<file path="src/rtl/register_dump_unit_pkg.sv">
// Shared state encoding and constants for the register dump unit.
// REG_DUMP_HEADER_EN adds a HEADER state that emits HEADER_BYTE ahead of the register words.
package register_dump_unit_pkg;

  localparam int DEF_NB_DATA = 32;
  localparam int DEF_NB_REG  = 5;
  localparam int DEF_NB_BYTE = 8;

  typedef enum logic [2:0] {
    ST_IDLE   = 3'd0,
    ST_LOAD   = 3'd1,
    ST_SEND   = 3'd2,
    ST_DONE   = 3'd3
`ifdef REG_DUMP_HEADER_EN
    , ST_HEADER = 3'd4
`endif
  } dump_state_e;

  localparam logic [7:0] HEADER_BYTE = 8'hA5;

  function automatic int bytes_per_word(input int nb_data, input int nb_byte);
    return nb_data / nb_byte;
  endfunction

  // A one-byte word still needs a 1-bit counter to keep the select legal.
  function automatic int cnt_width(input int n);
    return (n > 1) ? $clog2(n) : 1;
  endfunction

  localparam int BYTES_PER_WORD = bytes_per_word(DEF_NB_DATA, DEF_NB_BYTE);

endpackage

</file>
<file path="src/rtl/register_dump_unit_if.sv">
// Bus between the dump unit and its environment: start, register-bank read port and byte stream.
interface register_dump_unit_if
  import register_dump_unit_pkg::*;
#(
  parameter int NB_DATA = DEF_NB_DATA,
  parameter int NB_REG  = DEF_NB_REG,
  parameter int NB_BYTE = DEF_NB_BYTE
);
  logic               i_start;
  logic [NB_REG-1:0]  o_read_reg;
  logic [NB_DATA-1:0] i_register;
  logic [NB_BYTE-1:0] o_data;
  logic               o_valid;
  logic               i_ready;
  logic               o_busy;
  logic               o_done;

  modport slave (
    input  i_start, i_register, i_ready,
    output o_read_reg, o_data, o_valid, o_busy, o_done
  );

  modport master (
    output i_start, i_register, i_ready,
    input  o_read_reg, o_data, o_valid, o_busy, o_done
  );
endinterface

</file>
<file path="src/rtl/register_dump_unit_word_serializer.sv">
// Word serializer: captures one register word and offers it LSB byte first under valid/ready.
// The byte on offer only moves on a handshake, so a stalled sink sees a stable byte.
module register_dump_unit_word_serializer
  import register_dump_unit_pkg::*;
#(
  parameter int NB_DATA = DEF_NB_DATA,
  parameter int NB_BYTE = DEF_NB_BYTE
) (
  input  logic               clk,
  input  logic               rst_n,
  input  logic               load,
  input  logic [NB_DATA-1:0] word,
  input  logic               valid,
  input  logic               ready,
  output logic [NB_BYTE-1:0] o_byte,
  output logic               last_xfer
);
  localparam int BPW   = bytes_per_word(NB_DATA, NB_BYTE);
  localparam int CNT_W = cnt_width(BPW);
  localparam logic [CNT_W-1:0] LAST_CNT = CNT_W'(BPW - 1);

  logic [NB_DATA-1:0] shift_q, shift_d;
  logic [CNT_W-1:0]   cnt_q, cnt_d;
  logic [NB_BYTE-1:0] lanes [BPW];
  logic               xfer;

  genvar gi;
  generate
    for (gi = 0; gi < BPW; gi++) begin : g_lane
      assign lanes[gi] = shift_q[gi*NB_BYTE +: NB_BYTE];
    end
  endgenerate

  assign xfer      = valid & ready;
  assign last_xfer = xfer && (cnt_q == LAST_CNT);
  assign o_byte    = lanes[cnt_q];

  always_comb begin
    shift_d = shift_q;
    cnt_d   = cnt_q;
    if (load) begin
      shift_d = word;
      cnt_d   = '0;
    end else if (xfer) begin
      cnt_d = last_xfer ? '0 : cnt_q + CNT_W'(1);
    end
  end

  always_ff @(posedge clk) begin
    if (!rst_n) begin
      shift_q <= '0;
      cnt_q   <= '0;
    end else begin
      shift_q <= shift_d;
      cnt_q   <= cnt_d;
    end
  end
endmodule

</file>
<file path="src/rtl/register_dump_unit.sv">
// Register dump unit: walks every register of the bank and streams each word out LSB byte first.
// Define REG_DUMP_HEADER_EN to prefix the whole dump with one HEADER_BYTE.
module register_dump_unit
  import register_dump_unit_pkg::*;
#(
  parameter int NB_DATA = DEF_NB_DATA,
  parameter int NB_REG  = DEF_NB_REG,
  parameter int NB_BYTE = DEF_NB_BYTE
) (
  input logic                 i_clk,
  input logic                 i_reset,
  register_dump_unit_if.slave bus
);
  localparam logic [NB_REG-1:0] LAST_IDX = '1;
`ifdef REG_DUMP_HEADER_EN
  localparam dump_state_e FIRST_STATE = ST_HEADER;
`else
  localparam dump_state_e FIRST_STATE = ST_LOAD;
`endif

  dump_state_e        state_q, state_d;
  logic [NB_REG-1:0]  idx_q, idx_d;
  logic               load;
  logic               ser_valid;
  logic               hdr_valid;
  logic               last_xfer;
  logic [NB_BYTE-1:0] ser_byte;

  register_dump_unit_word_serializer #(
    .NB_DATA (NB_DATA),
    .NB_BYTE (NB_BYTE)
  ) u_word_serializer (
    .clk       (i_clk),
    .rst_n     (i_reset),
    .load      (load),
    .word      (bus.i_register),
    .valid     (ser_valid),
    .ready     (bus.i_ready),
    .o_byte    (ser_byte),
    .last_xfer (last_xfer)
  );

  always_comb begin
    state_d   = state_q;
    idx_d     = idx_q;
    load      = 1'b0;
    ser_valid = 1'b0;
    hdr_valid = 1'b0;
    case (state_q)
      ST_IDLE: begin
        if (bus.i_start) begin
          idx_d   = '0;
          state_d = FIRST_STATE;
        end
      end
`ifdef REG_DUMP_HEADER_EN
      ST_HEADER: begin
        hdr_valid = 1'b1;
        if (bus.i_ready) state_d = ST_LOAD;
      end
`endif
      ST_LOAD: begin
        load    = 1'b1;
        state_d = ST_SEND;
      end
      ST_SEND: begin
        ser_valid = 1'b1;
        if (last_xfer) begin
          // The index wraps to 0 after the final register so the next dump starts clean.
          idx_d   = idx_q + NB_REG'(1);
          state_d = (idx_q == LAST_IDX) ? ST_DONE : ST_LOAD;
        end
      end
      ST_DONE: state_d = ST_IDLE;
      default: state_d = ST_IDLE;
    endcase
  end

  always_ff @(posedge i_clk) begin
    if (!i_reset) begin
      state_q <= ST_IDLE;
      idx_q   <= '0;
    end else begin
      state_q <= state_d;
      idx_q   <= idx_d;
    end
  end

  assign bus.o_read_reg = idx_q;
  assign bus.o_valid    = ser_valid | hdr_valid;
  assign bus.o_data     = hdr_valid ? NB_BYTE'(HEADER_BYTE) : (ser_valid ? ser_byte : '0);
  assign bus.o_busy     = (state_q != ST_IDLE);
  assign bus.o_done     = (state_q == ST_DONE);
endmodule

</file>
<file path="src/flat_wrapper.sv">
// flat-port wrapper written by rule: the top's interface ports become plain ports
module register_dump_unit_flat import register_dump_unit_pkg::*;
#(
  parameter int NB_DATA = DEF_NB_DATA,
  parameter int NB_REG  = DEF_NB_REG,
  parameter int NB_BYTE = DEF_NB_BYTE
)
  (i_clk, i_reset, bus_i_start, bus_i_register, bus_i_ready, bus_o_read_reg, bus_o_data, bus_o_valid, bus_o_busy, bus_o_done);
  register_dump_unit_if #(.NB_DATA(NB_DATA), .NB_REG(NB_REG), .NB_BYTE(NB_BYTE)) bus_i ();
  input logic i_clk;
  input logic i_reset;
  input wire logic [$bits(bus_i.i_start)-1:0] bus_i_start;
  input wire logic [$bits(bus_i.i_register)-1:0] bus_i_register;
  input wire logic [$bits(bus_i.i_ready)-1:0] bus_i_ready;
  output wire logic [$bits(bus_i.o_read_reg)-1:0] bus_o_read_reg;
  output wire logic [$bits(bus_i.o_data)-1:0] bus_o_data;
  output wire logic [$bits(bus_i.o_valid)-1:0] bus_o_valid;
  output wire logic [$bits(bus_i.o_busy)-1:0] bus_o_busy;
  output wire logic [$bits(bus_i.o_done)-1:0] bus_o_done;
  assign bus_i.i_start = bus_i_start;
  assign bus_i.i_register = bus_i_register;
  assign bus_i.i_ready = bus_i_ready;
  assign bus_o_read_reg = bus_i.o_read_reg;
  assign bus_o_data = bus_i.o_data;
  assign bus_o_valid = bus_i.o_valid;
  assign bus_o_busy = bus_i.o_busy;
  assign bus_o_done = bus_i.o_done;
  register_dump_unit #(.NB_DATA(NB_DATA), .NB_REG(NB_REG), .NB_BYTE(NB_BYTE)) u_core (.i_clk(i_clk), .i_reset(i_reset), .bus(bus_i));
endmodule
</file>
<file path="config.mk">
export PLATFORM = sky130hd
export DESIGN_NAME = register_dump_unit_flat
export DESIGN_NICKNAME = d
export VERILOG_FILES = /design/src/rtl/register_dump_unit_pkg.sv /design/src/rtl/register_dump_unit_if.sv /design/src/rtl/register_dump_unit_word_serializer.sv /design/src/rtl/register_dump_unit.sv /design/src/flat_wrapper.sv
export SDC_FILE = /design/constraint.sdc
export NUM_CORES = 1
export LEC_CHECK = 0
export BUFFER_PORTS_ARGS = -buffer_cell sky130_fd_sc_hd__buf_2
export CAP_MARGIN = 40
export CORE_MARGIN = 10
export CORE_UTILIZATION = 51
export CTS_CLUSTER_SIZE = 28
export DETAILED_ROUTE_END_ITERATION = 8
export MAX_ROUTING_LAYER = met4
export PLACE_DENSITY = 0.81
export SLEW_MARGIN = 20
export SYNTH_ARGS = -nofsm -noshare
export SYNTH_HDL_FRONTEND = slang
export SYNTH_SLANG_ARGS = --single-unit
</file>
<file path="constraint.sdc">
create_clock -name i_clk -period 1.6 [get_ports i_clk]
set_input_delay 0.24 -clock i_clk [delete_from_list [all_inputs] [get_ports i_clk]]
set_output_delay 0.24 -clock i_clk [all_outputs]
set_load 0.02 [all_outputs]
</file>
==> impl_metrics.py, run 1 <==
metrics = {
    "synth": {
        "yosys-top-cells-area": "dfxtp_1, nand2_1, a21oi_1",
        "synth_flop_cell": "dfxtp_1",
        "synth_seq_cells": 41,
        "synth_area_leader_cell": "dfxtp_1",
        "ys_async_sr_fraction_pct": 0,
        "syn_inst": 214,
        "synth_fp_nets": 253,
        "synth_cell_type_count": 26,
        "synth_area_mm2": 0.00185,
        "synth_edf_count": 0,
        "syn_area_per_cell_um2": 8.62,
        "synth_top_cell_area_share_pct": 44.5,
        "synth_seq_area_share_pct": 44.5,
        "ys.warnings.count": 0,
    },
    "floorplan": {
        "dieArea_mm2": 0.00642,
        "core_mm2": 0.00342,
        "initial_core_util_pct": 54.0,
        "rows": 21,
        "io-pin-count": 52,
        "die_y_um": 80.2,
        "dieWidth_um": 80.2,
    },
    "place": {
        "port_buffers": 51,
        "dp_slack_ps": 60.5,
        "place_hpwl_um": 3250,
        "gp_congestion": 0.797,
    },
    "final_layout": {
        "layout_common_cells": "nand2_1, buf_2, a21oi_1",
        "largest_reg_flops": 32,
        "layout_commonest_cell": "nand2_1",
        "fillers": 284,
        "syn2layout_area_growth_pct": 27.1,
        "fin_nets": 308,
        "diodes": 0,
        "fin_util_pct": 68.6,
        "layout-drive-gt1-share_pct": 36.3,
    },
    "clock_network": {
        "cts_sinks": 41,
        "cts-buffers-inserted": 5,
        "htreeDepth": 2,
        "root_buffer": "clkbuf_4",
        "cts_tree": "done",
        "cts_buffer_depth": 2,
        "clk_transition_reported_paths_ps": 130,
        "cts_hold_buf": 0,
        "clk_latency_ps": 360,
    },
    "pwr": {
        "p_leak_nw": 0.968,
        "ir_drop_uv": 618,
        "power_density_mw_per_mm2": 812,
    },
    "timing": {
        "clock_skew_ps": 15.5,
        "grt_setup_unrepaired": "yes",
        "max_freq_mhz": 532,
        "timing_hold_violations_final": 0,
        "period_share_pct": 117,
        "final-max-slew-violation-count": 0,
        "min_period_ps": 1880,
        "worst_pin_slew_ps": 313,
        "setup_ws_ps": -280,
        "max_slew_margin_pct": 79.1,
        "setup_viol_count_final": 8,
    },
    "critical_path": {
        "worstPathArrival_ps": 1640,
        "critPathLaunch": "u_core.u_word_serializer.cnt_q[0]",
        "rr_startpoint": "u_core.u_word_serializer.cnt_q[0]",
        "cp-start-kind": "register",
        "worstPathMaxFanout": 5,
        "critPathRequiredTime_ps": 1360,
        "endpoint_kind": "output port",
        "worstSetupPathType": "register to output port",
    },
    "drt": {
        "first_pass_iters": 4,
        "drt-initial-drc-count": 79,
        "drc": 0,
        "vias": 1699,
        "wl_per_cell_um": 14.3,
        "vias_per_cell": 5.38,
        "drtAntennaViolNets": 0,
        "wl_um": 4510,
    },
    "worst_hold_path": {
        "min_path_type": "input pin to register",
        "hp-start": "bus_i_register[14]",
    },
    "flow_run": {
        "drv_cap": 0,
    },
    "global_routing": {
        "grt_pass1_vias": 1642,
        "grt_max_degree": 33,
        "antenna_found_initial": 0,
        "grt_first_pass_wirelength_um": 7330,
        "grt.total_usage_pct": 14.7,
        "grt.overflow.total": 0,
    },
    "outcome": {
        "failed_checks": "setup timing",
        "status": "complete, but fails checks",
    },
}
-- worst max-delay path, cell delays in order, from the launching register on --
cell,delay (ps)
dfxtp_2,370
buf_6,130
mux4_2,490
and2_4,170
buf_6,120
-- cell usage after synthesis (2+ instances only) --
library cell and n:
a21oi_1 40, and2_1 9, and3_1 2, buf_2 11, buf_6 2, clkbuf_1 4
dfxtp_1 41, ha_1 3, mux4_2 8, nand2_1 68, nand2b_1 5, nand3_1 6
nor2b_1 2
-- cell type report --
type                       instances  area, um2  share of cell area [%]
multi-input combinational        155        965                    41.1
sequential                        41        823                    35.1
timing repair buffer              65        430                    18.4
tap                               46       57.6                    2.45
clock buffer                       6       51.3                    2.19
clock inverter                     2       13.8                   0.587
inverter                           1       3.75                   0.160
-- routing by layer --
metal	GRT usage [%]	routed length [um]
met1	16.3	1940
met2	23.6	2220
met3	5.01	256
met4	5.99	98
met5	-	0
-- where the power goes --
part / switching (mW) / leakage [nW] / total, mW / internal [mW]
clock network: 0.335 / 0.0382 / 0.549 / 0.214
logic: 0.141 / 0.595 / 0.267 / 0.126
registers: 0.0231 / 0.334 / 1.09 / 1.07
-- stage by stage --
step,setup TNS (ps),std cells,instance area [um2],total power [mW],hold slack [ps]
after CTS,-2260,314,2320,1.91,89.3
after global routing,-2700,316,2340,2.00,80.2
after global placement,0,305,2160,1.36,440
after floorplan,0,214,1850,1.27,357
final,-2170,316,2340,1.91,98.3
after detailed placement,0,305,2160,1.36,443
-- worst paths after layout --
kind | to | slack, ps | cells past startpoint
max reg2reg | u_core.bus.o_read_reg[3] | 70 | 6
min reg2reg | u_core.u_word_serializer.shift_q[30] | 460 | 2
min | u_core.u_word_serializer.shift_q[14] | 100 | 3
max | bus_o_data[7] | -280 | 4
-- repair_timing --
| action | CTS | global route |
|---|---|---|
| hold endpoints to repair | 0 | 0 |
| setup buffers | 1 | 2 |
| setup endpoints to repair | 8 | 11 |
| pin swaps | 0 | 1 |
| gates resized for setup | 28 | 3 |
-- cells by family (layout without fill, tap and decap cells) --
logic type	count (synthesis)	count (layout)	share of synthesized area (%)
AOI/OAI and AO/OA	46	46	14.1
muxes	8	8	9.76
buffers and inverters	18	74	5.22
and+or+nand+nor	98	98	24.4
DFF	41	41	44.5
adders and majority gates	3	3	2.03
Note: power is estimated with default switching activity, not from simulation.
==> inputs of run 2 (changes only) <==
- CORE_UTILIZATION: 51 -> 52
- PLACE_DENSITY: 0.81 -> 0.82
- SYNTH_HIERARCHICAL: default -> 1
==> run 2 against run 1 <==
Effect of this change: the run still ends with setup timing left; core utilization up 0.43 points; final area rose by 7.0%; register-to-register slack gained 40 ps; critical path depth stayed put; clock skew is 7.1 ps lower; first-iteration DRC count is 1.3% higher; largest power group unchanged.
==> impl_metrics.py, run 2 <==
metrics = {
    "synth": {
        "synth_fp_nets": 209,
        "synth_flop_cell": "dfxtp_1",
        "synth_seq_area_share_pct": 42.2,
        "synth_top_cell_area_share_pct": 42.2,
        "synth_seq_cells": 41,
        "syn_inst": 170,
        "ys_async_sr_fraction_pct": 0,
        "synth_cell_type_count": 30,
        "yosysMostFrequentCell": "dfxtp_1",
        "ys.warnings.count": 6,
        "synth_common_cells": "dfxtp_1, nor2b_1, mux2i_1",
        "syn_area_per_cell_um2": 11.4,
        "yosys-top-cells-area": "dfxtp_1, mux2i_1, nor2b_1",
        "synth_edf_count": 0,
        "synth_area_mm2": 0.00194,
        "synth_area_leader_cell": "dfxtp_1",
    },
    "critical_path": {
        "worstSetupPathType": "register to output port",
        "path_cells": "buf_6, mux4_2, and2_4, buf_6",
        "slowest_delay_ps": 500,
        "critPathTopFamily": "multiplexers",
        "worstPathArrival_ps": 1560,
        "cp-start-kind": "register",
        "critPathRequiredTime_ps": 1360,
        "worstPathMaxFanout": 4,
        "crit_buf_inv": 2,
        "endpoint_kind": "output port",
        "crit_top_cell": "buf_6",
        "critPathSlowestCell": "mux4_2",
    },
    "clock_network": {
        "htreeDepth": 2,
        "root_buffer": "clkbuf_8",
        "cts-buffers-inserted": 5,
        "cts_tree": "done",
        "clk_transition_reported_paths_ps": 80,
        "clk_latency_ps": 290,
        "cts_buffer_depth": 2,
        "cts_sinks": 41,
    },
    "final_layout": {
        "largest_reg_flops": 32,
        "layout_common_cells": "buf_2, dfxtp_1, mux2i_1, nor2b_1, buf_6",
        "diodes": 0,
        "fin_nets": 268,
        "final_cell_count_no_fill": 278,
        "final_cell_area_mm2": 0.00251,
        "fin_util_pct": 69.1,
        "syn2layout_area_growth_pct": 29.2,
        "layout-drive-gt1-share_pct": 43.0,
        "layout_commonest_cell": "buf_2",
    },
    "drt": {
        "wl_met1_um": 1930,
        "wl_met3_um": 210,
        "drtAntennaViolNets": 0,
        "wl_per_cell_um": 15.5,
        "route.met2.wl_um": 2130,
        "drt-initial-drc-count": 80,
        "vias": 1409,
        "drc": 0,
        "vias_per_cell": 5.07,
        "wl_um": 4320,
        "first_pass_iters": 4,
        "routed.top_layer": "met4",
    },
    "outcome": {
        "failed_checks": "setup timing",
        "status": "complete, but fails checks",
    },
    "pwr": {
        "power_frac_comb_pct": 12.5,
        "ir_drop_uv": 770,
        "power_mw": 2.36,
        "power_density_mw_per_mm2": 938,
        "p_sw_share_pct": 21.7,
        "p_leak_nw": 1.02,
        "seqPwrFrac_pct": 46.3,
        "pwr-share-clk_pct": 41.1,
        "switchingPower_uw": 511,
        "p_int_mw": 1.84,
    },
    "floorplan": {
        "initial_core_util_pct": 53.5,
        "rows": 22,
        "core_mm2": 0.00363,
        "io-pin-count": 52,
        "dieWidth_um": 81.1,
        "dieArea_mm2": 0.00658,
        "die_y_um": 81.1,
    },
    "worst_hold_path": {
        "min_path_type": "input pin to register",
    },
    "timing": {
        "period_share_pct": 112,
        "min_period_ps": 1800,
        "final-max-slew-violation-count": 0,
        "grt_setup_unrepaired": "yes",
        "hold_slack_ps": 199,
        "max_slew_margin_pct": 81.8,
        "clock_skew_ps": 8.33,
        "setup_viol_count_final": 8,
        "max_freq_mhz": 557,
        "worst_pin_slew_ps": 272,
        "setup_ws_ps": -196,
        "timing_hold_violations_final": 0,
    },
    "global_routing": {
        "grt.overflow.total": 0,
        "grt_max_degree": 22,
        "grt.total_usage_pct": 14.0,
        "grt_first_pass_wirelength_um": 7010,
        "antenna_found_initial": 0,
        "grt_pass1_vias": 1458,
    },
    "place": {
        "postPlaceCellArea_mm2": 0.00228,
        "port_buffers": 51,
        "dp_cells": 270,
        "place_hpwl_um": 3060,
        "gp_congestion": 0.805,
    },
    "flow_run": {
        "drv_cap": 0,
    },
}
[run 2: changes by cell type after synthesis, moves of 4 or more]
cell     change
nor2b_1     +31
a21oi_1     -34
buf_6        +4
mux2i_1     +32
nand2_1     -68
buf_2       -11
[run 2: worst paths after layout]
path	start	to	slack (ps)	cells after the start
worst max-delay path	u_core/u_word_serializer/cnt_q[0]	bus_o_data[6]	-200	4
worst max register to register	u_core/u_word_serializer/cnt_q[0]	u_core/bus.o_read_reg[2]	110	6
worst min-delay path	bus_i_register[4]	u_core/u_word_serializer/shift_q[4]	200	3
worst min register to register	u_core/bus.o_read_reg[4]	u_core/bus.o_read_reg[4]	500	2
[run 2: power groups by stage]
stage	clock [mW]	sequential [mW]	combinational [mW]
6_report	0.969	1.09	0.296
5_1_grt	1.03	1.10	0.324
4_1_cts	0.990	1.09	0.293
3_5_place_dp	0	1.12	0.280
3_3_place_gp	0	1.11	0.275
2_1_floorplan	0	1.11	0.195
[run 2: final cells by class]
| type | instances | area [um2] |
|---|---|---|
| inverter | 1 | 3.75 |
| fill | 289 | 1120 |
| clock inverter | 3 | 65.1 |
| sequential | 41 | 827 |
| timing repair buffer | 62 | 412 |
| clock buffer | 5 | 68.8 |
| multi-input combinational | 118 | 1070 |
| tap | 48 | 60.1 |
[run 2: kinds of logic after synthesis]
kind of cell	after synthesis	synth area share (%)
compound gates	15	5.41
fa+ha+maj	3	1.93
buf+inv	11	4.64
flops	41	42.2
mux	41	26.5
simple gates	59	19.3
[run 2: tightest hold or removal path: stages]
cell and delay, ps:
buf_2 70, mux2i_1 50, nor2b_1 90
[run 2: per-stage QoR]
| stage | setup slack (ps) | TNS, ps |
|---|---|---|
| after floorplan | 31.3 | 0 |
| after global placement | 84.1 | 0 |
| after detailed placement | 47.9 | 0 |
| after CTS | -191 | -1430 |
| after global routing | -250 | -1750 |
| final | -196 | -1320 |
[run 2: metal layers]
layer	up-vias	GRT usage, %
met1	650	16.1
met5	-	-
li1	719	-
met3	4	4.08
met2	36	22.2
met4	0	5.88
[run 2: what timing repair did]
item | in CTS | in global routing
endpoints found under the setup margin | 8 | 13
buffers inserted | 1 | 0
resized for setup | 23 | 9
hold buffers | 0 | 0
